### config.mk
export PLATFORM = sky130hd
export DESIGN_NAME = sensor_conditioner_flat
export DESIGN_NICKNAME = d
export VERILOG_FILES = /design/src/rtl/sensor_conditioner_if.sv /design/src/rtl/sensor_conditioner.sv /design/src/flat_wrapper.sv
export SDC_FILE = /design/constraint.sdc
export NUM_CORES = 1
export LEC_CHECK = 0
export BUFFER_PORTS_ARGS = -buffer_cell sky130_fd_sc_hd__buf_2
export CORE_MARGIN = 10
export CORE_UTILIZATION = 30
export DETAILED_ROUTE_END_ITERATION = 8
export HOLD_SLACK_MARGIN = 0.02
export SLEW_MARGIN = 20
export SYNTH_ARGS = -nofsm -noshare
export SYNTH_HDL_FRONTEND = slang
export SYNTH_SLANG_ARGS = --single-unit
### constraint.sdc
create_clock -name CLK_ulong -period 4.1 [get_ports CLK_ulong]
set_clock_uncertainty 0.2 [all_clocks]
set_input_delay 0.205 -clock CLK_ulong [delete_from_list [all_inputs] [get_ports CLK_ulong]]
set_output_delay 0.205 -clock CLK_ulong [all_outputs]
set_load 0.02 [all_outputs]
### src/rtl/sensor_conditioner_if.sv
// Pin-side and FSM-side signals of the sensor conditioner.
// The board/pin side is the master, the conditioner is the slave.
interface sensor_conditioner_if #(
   parameter int unsigned N_SENS = 4
);
   logic [N_SENS-1:0] sens_in;
   logic              sil_in;
   logic [N_SENS-1:0] sensores;
   logic [N_SENS-1:0] sens_rise;
   logic              S;

   modport master (
      output sens_in,
      output sil_in,
      input  sensores,
      input  sens_rise,
      input  S
   );

   modport slave (
      input  sens_in,
      input  sil_in,
      output sensores,
      output sens_rise,
      output S
   );
endinterface

### src/rtl/sensor_conditioner.sv
// Synchronizes and debounces N_SENS sensor lines plus the silence button, producing clean
// levels and one-cycle rising-edge pulses in the CLK_ulong domain.
module sensor_conditioner #(
   parameter int unsigned N_SENS  = 4,
   parameter int unsigned DEB_MAX = 50000,
   parameter int unsigned DEB_W   = 16
) (
   input logic                CLK_ulong,
   input logic                reset,
   sensor_conditioner_if.slave bus
);

   // Channel N_SENS is the silence button; channels below it are the sensors.
   localparam int unsigned NCH = N_SENS + 1;
   localparam logic [DEB_W-1:0] CNT_LAST = DEB_W'(DEB_MAX - 1);

   typedef enum logic [1:0] {
      PhIdle,
      PhPending,
      PhAccept
   } phase_e;

   logic [NCH-1:0]   pin;
   logic [NCH-1:0]   sync1_q;
   logic [NCH-1:0]   sync2_q;
   logic [NCH-1:0]   stb_q;
   logic [NCH-1:0]   stb_d;
   logic [NCH-1:0]   pulse_q;
   logic [NCH-1:0]   pulse_d;
   logic [DEB_W-1:0] cnt_q [NCH];
   logic [DEB_W-1:0] cnt_d [NCH];
   phase_e           phase [NCH];

   assign pin = {bus.sil_in, bus.sens_in};

   always_ff @(posedge CLK_ulong or negedge reset) begin
      if (!reset) begin
         sync1_q <= '0;
         sync2_q <= '0;
         stb_q   <= '0;
         pulse_q <= '0;
         for (int c = 0; c < NCH; c++) begin
            cnt_q[c] <= '0;
         end
      end else begin
         sync1_q <= pin;
         sync2_q <= sync1_q;
         stb_q   <= stb_d;
         pulse_q <= pulse_d;
         for (int c = 0; c < NCH; c++) begin
            cnt_q[c] <= cnt_d[c];
         end
      end
   end

   // Phase of each channel, decoded from the synchronized pin vs. the accepted level.
   always_comb begin
      for (int c = 0; c < NCH; c++) begin
         phase[c] = PhIdle;
         if (sync2_q[c] != stb_q[c]) begin
            phase[c] = (cnt_q[c] >= CNT_LAST) ? PhAccept : PhPending;
         end
      end
   end

   always_comb begin
      stb_d   = stb_q;
      pulse_d = '0;
      for (int c = 0; c < NCH; c++) begin
         cnt_d[c] = '0;
         unique case (phase[c])
            PhIdle: begin
               cnt_d[c] = '0;
            end
            PhPending: begin
               cnt_d[c] = cnt_q[c] + DEB_W'(1);
            end
            PhAccept: begin
               // Only a 0->1 acceptance pulses; falls just update the level.
               stb_d[c]   = sync2_q[c];
               pulse_d[c] = sync2_q[c];
               cnt_d[c]   = '0;
            end
            default: begin
               cnt_d[c] = '0;
            end
         endcase
      end
   end

   always_comb begin
      bus.sensores  = stb_q[N_SENS-1:0];
      bus.sens_rise = pulse_q[N_SENS-1:0];
      bus.S         = pulse_q[N_SENS];
   end

endmodule
### src/flat_wrapper.sv
// flat-port wrapper written by rule: the top's interface ports become plain ports
module sensor_conditioner_flat 
#(
   parameter int unsigned N_SENS  = 4,
   parameter int unsigned DEB_MAX = 50000,
   parameter int unsigned DEB_W   = 16
)
  (CLK_ulong, reset, bus_sens_in, bus_sil_in, bus_sensores, bus_sens_rise, bus_S);
  sensor_conditioner_if #(.N_SENS(N_SENS)) bus_i ();
  input logic CLK_ulong;
  input logic reset;
  input wire logic [$bits(bus_i.sens_in)-1:0] bus_sens_in;
  input wire logic [$bits(bus_i.sil_in)-1:0] bus_sil_in;
  output wire logic [$bits(bus_i.sensores)-1:0] bus_sensores;
  output wire logic [$bits(bus_i.sens_rise)-1:0] bus_sens_rise;
  output wire logic [$bits(bus_i.S)-1:0] bus_S;
  assign bus_i.sens_in = bus_sens_in;
  assign bus_i.sil_in = bus_sil_in;
  assign bus_sensores = bus_i.sensores;
  assign bus_sens_rise = bus_i.sens_rise;
  assign bus_S = bus_i.S;
  sensor_conditioner #(.N_SENS(N_SENS), .DEB_MAX(DEB_MAX), .DEB_W(DEB_W)) u_core (.CLK_ulong(CLK_ulong), .reset(reset), .bus(bus_i));
endmodule
==> flow_metrics.env <==
export IMPL_hold_viol=0
export IMPL_hold_depth=0
export IMPL_slew_headroom_pct=44.8
export IMPL_cp_slowest_cell="or3b_1"
export IMPL_synth_area_um2=4610
export IMPL_drtIter0Drc=177
export IMPL_clock_latency_ns=0.34
export IMPL_yosysTopAreaCellShare_pct=54.3
export IMPL_drv_cap=0
export IMPL_first_pass_iters=4
export IMPL_netlist_top_cells_area="dfrtp_1 54%, xnor2_1 7.6%, nor2_1 7.4%"
export IMPL_routed_via_density=4.87
export IMPL_postPlaceCellArea_um2=4840
export IMPL_htreeDepth=3
export IMPL_cts_tree="built"
export IMPL_cts_max_path_buffers=2
export IMPL_rsz0062_at_grt="false"
export IMPL_crit_path_start_kind="register"
export IMPL_root_buffer="clkbuf_16"
export IMPL_pwr_density_cell_nw_per_um2=372
export IMPL_criticalPathCategory="register to register"
export IMPL_cts_sinks=100
export IMPL_hold_path_class="register to register"
export IMPL_io_pin_count=16
export IMPL_setup_viol=0
export IMPL_end_kind="register"
export IMPL_peakVddDrop_uv=263
export IMPL_hold_end="u_core.sync2_q[2]"
export IMPL_detail_route_antenna_nets=0
export IMPL_vias=3175
export IMPL_drc_errors=0
export IMPL_grt_pass1_vias=3101
export IMPL_row_count=45
export IMPL_ys_ff_latch=100
export IMPL_crit_chain="ha_1, nand3_1, a2111oi_2, or3b_1, nor2_1"
export IMPL_ys_warn_count=0
export IMPL_rr_endpoint="u_core.cnt_q[24]"
export IMPL_die_area_um2=20700
export IMPL_io_buffers=15
export IMPL_required_ns=4.11
export IMPL_min_delay_start="u_core.sync1_q[2]"
export IMPL_r2r_start="u_core.cnt_q[16]"
export IMPL_slew_viol_final=0
export IMPL_insertedDiodeCount=0
export IMPL_routedWlPerCell_um=12.6
export IMPL_syn_inst=441
export IMPL_hpwl_um=5670
export IMPL_ys_seq_area_share_pct=54.3
export IMPL_fin_tns_setup_ns=0
export IMPL_grt_max_degree=68
export IMPL_yosysTopAreaCell="dfrtp_1"
export IMPL_crit_arrival_ns=2.09
export IMPL_antenna_found_initial=0
export IMPL_crit_family="simple AND/OR/NAND/NOR gates"
export IMPL_core_um2=15100
export IMPL_initial_core_util_pct=30.4
export IMPL_p_leak_nw=2.18
export IMPL_crit_buf_inv=0
export IMPL_crit_fanout=15
export IMPL_avgSynthCellArea_um2=10.4
export IMPL_die_h_um=144
export IMPL_fin_nets=473
export IMPL_clock_fmax_ghz=0.481
export IMPL_die_width_um=144
export IMPL_fin_area_um2=5200
export IMPL_track_usage_pct=8.62
export IMPL_grt_overflow_total=0
export IMPL_slowest_delay_ns=0.49
export IMPL_path_clk_slew_ns=0.06
export IMPL_layout_min_cycle_time_ns=2.08
export IMPL_r2r_setup_slack_ns=2.02
export IMPL_wl_um=8210
export IMPL_cts_buffers=9
export IMPL_synth_nets=453
export IMPL_worstMarginPinSlew_ns=0.828
export IMPL_worst_r2r_path_depth=5
export IMPL_whs_ns=0.152
export IMPL_grt_pass1_wl_um=14500
export IMPL_period_share_pct=50.7
export IMPL_gp_congestion=0.811
export IMPL_synth_cell_types=34
export IMPL_status="completed"
export IMPL_drive_gt1_share_pct=9.27
export IMPL_synthToLayoutAreaGrowth_pct=12.8
==> layer usage <==
| metal | routed length (um) | up-vias | track usage, % | part of all wire, % |
|---|---|---|---|---|
| met5 | 0 | - | 0 | 0 |
| met4 | 187 | 0 | 4.51 | 2.3 |
| met3 | 312 | 12 | 2.28 | 3.8 |
| met2 | 3640 | 48 | 12.5 | 44 |
| met1 | 4070 | 1555 | 11.4 | 50 |
| li1 | - | 1560 | - | - |
==> worst max path at each step <==
stage,end,cells after the start,startpoint
finish,u_core.cnt_q[24],5,u_core.cnt_q[16]
CTS,u_core.cnt_q[24],5,u_core.cnt_q[16]
floorplan,u_core.stb_q[4],4,u_core.cnt_q[12]
detailed placement,u_core.cnt_q[21],5,u_core.cnt_q[16]
global route,u_core.cnt_q[25],5,u_core.cnt_q[16]
global placement,u_core.cnt_q[28],5,u_core.cnt_q[16]
==> cells in the final DEF (no fill, tap or decap), drive strengths merged, types with 6 or more instances in the layout <==
cell / count
nand2: 17
xnor2: 40
nand3: 28
clkbuf: 11
and4: 9
inv: 10
nor2: 91
xor2: 27
and3: 8
nor3: 19
nand4: 26
dlygate4sd3: 6
buf: 16
nor4: 9
dfrtp: 100
==> what timing repair did <==
action | 4_1_cts | 5_1_grt
setup buffers | 0 | 0
hold buffers | 6 | 0
gates resized for setup | 0 | 0
hold endpoints to repair | 71 | 0
==> layout make-up <==
cell class | instances | area [um2]
Clock buffer | 11 | 253
Clock inverter | 3 | 46.3
Fill cell | 1495 | 9950
Inverter | 9 | 33.8
Multi-Input combinational cell | 319 | 1980
Sequential cell | 100 | 2500
Tap cell | 188 | 235
Timing Repair Buffer | 22 | 145
==> where the power goes <==
part / internal [W] / switching (W) / total (W)
Clock: 0.000501 / 0.000351 / 0.000852
Combinational: 0.0000212 / 0.0000401 / 0.0000612
Sequential: 0.00100 / 0.0000166 / 0.00102
Total: 0.00153 / 0.000408 / 0.00193
==> sequential cells by signal (all words and copies together), names as in the netlist <==
| register | count |
|---|---|
| u_core.sync2_q | 5 |
| u_core.cnt_q | 80 |
| u_core.pulse_q | 5 |
| u_core.sync1_q | 5 |
| u_core.stb_q | 5 |
==> through the flow <==
step	instances	setup WS [ns]	utilization, %	power (W)
floorplan	441	2.30	-	0.00107
global placement	632	2.13	31.9	0.00110
detailed placement	632	2.02	31.9	0.00110
CTS	652	2.02	34.3	0.00197
global route	652	1.87	34.3	0.00202
finish	652	2.02	34.3	0.00193
==> cell usage after synthesis <==
cell type and count:
a2111oi_2 1, a21bo_2 2, a211o_1 4, a21oi_1 3, xnor2_1 40, and3_1 8
and4_1 9, nand3_1 24, a41oi_1 4, xor2_1 27, ha_1 5, or3_1 2
nor4_1 9, nor3_1 19, buf_8 1, buf_6 1, and2_1 4, dfrtp_1 100
o21ai_0 1, a31oi_1 1, or3b_1 1, or2_2 1, clkbuf_2 2, mux2_2 5
nand3b_1 2, nor2_1 91, or4_1 4, nand2_1 17, buf_4 4, nor3b_1 5
buf_2 5, nand4_1 26, nand3_2 4, inv_1 9
==> cell families after synthesis <==
| kind of cell | synth area share, % |
|---|---|
| adders and majority gates | 1.36 |
| muxes | 1.22 |
| and+or+nand+nor | 24.8 |
| AOI/OAI and AO/OA | 2.85 |
| xor gates and xnor gates | 12.7 |
| DFF | 54.3 |
| buffers and inverters | 2.71 |
No activity file was read; power rests on OpenSTA's default activity.
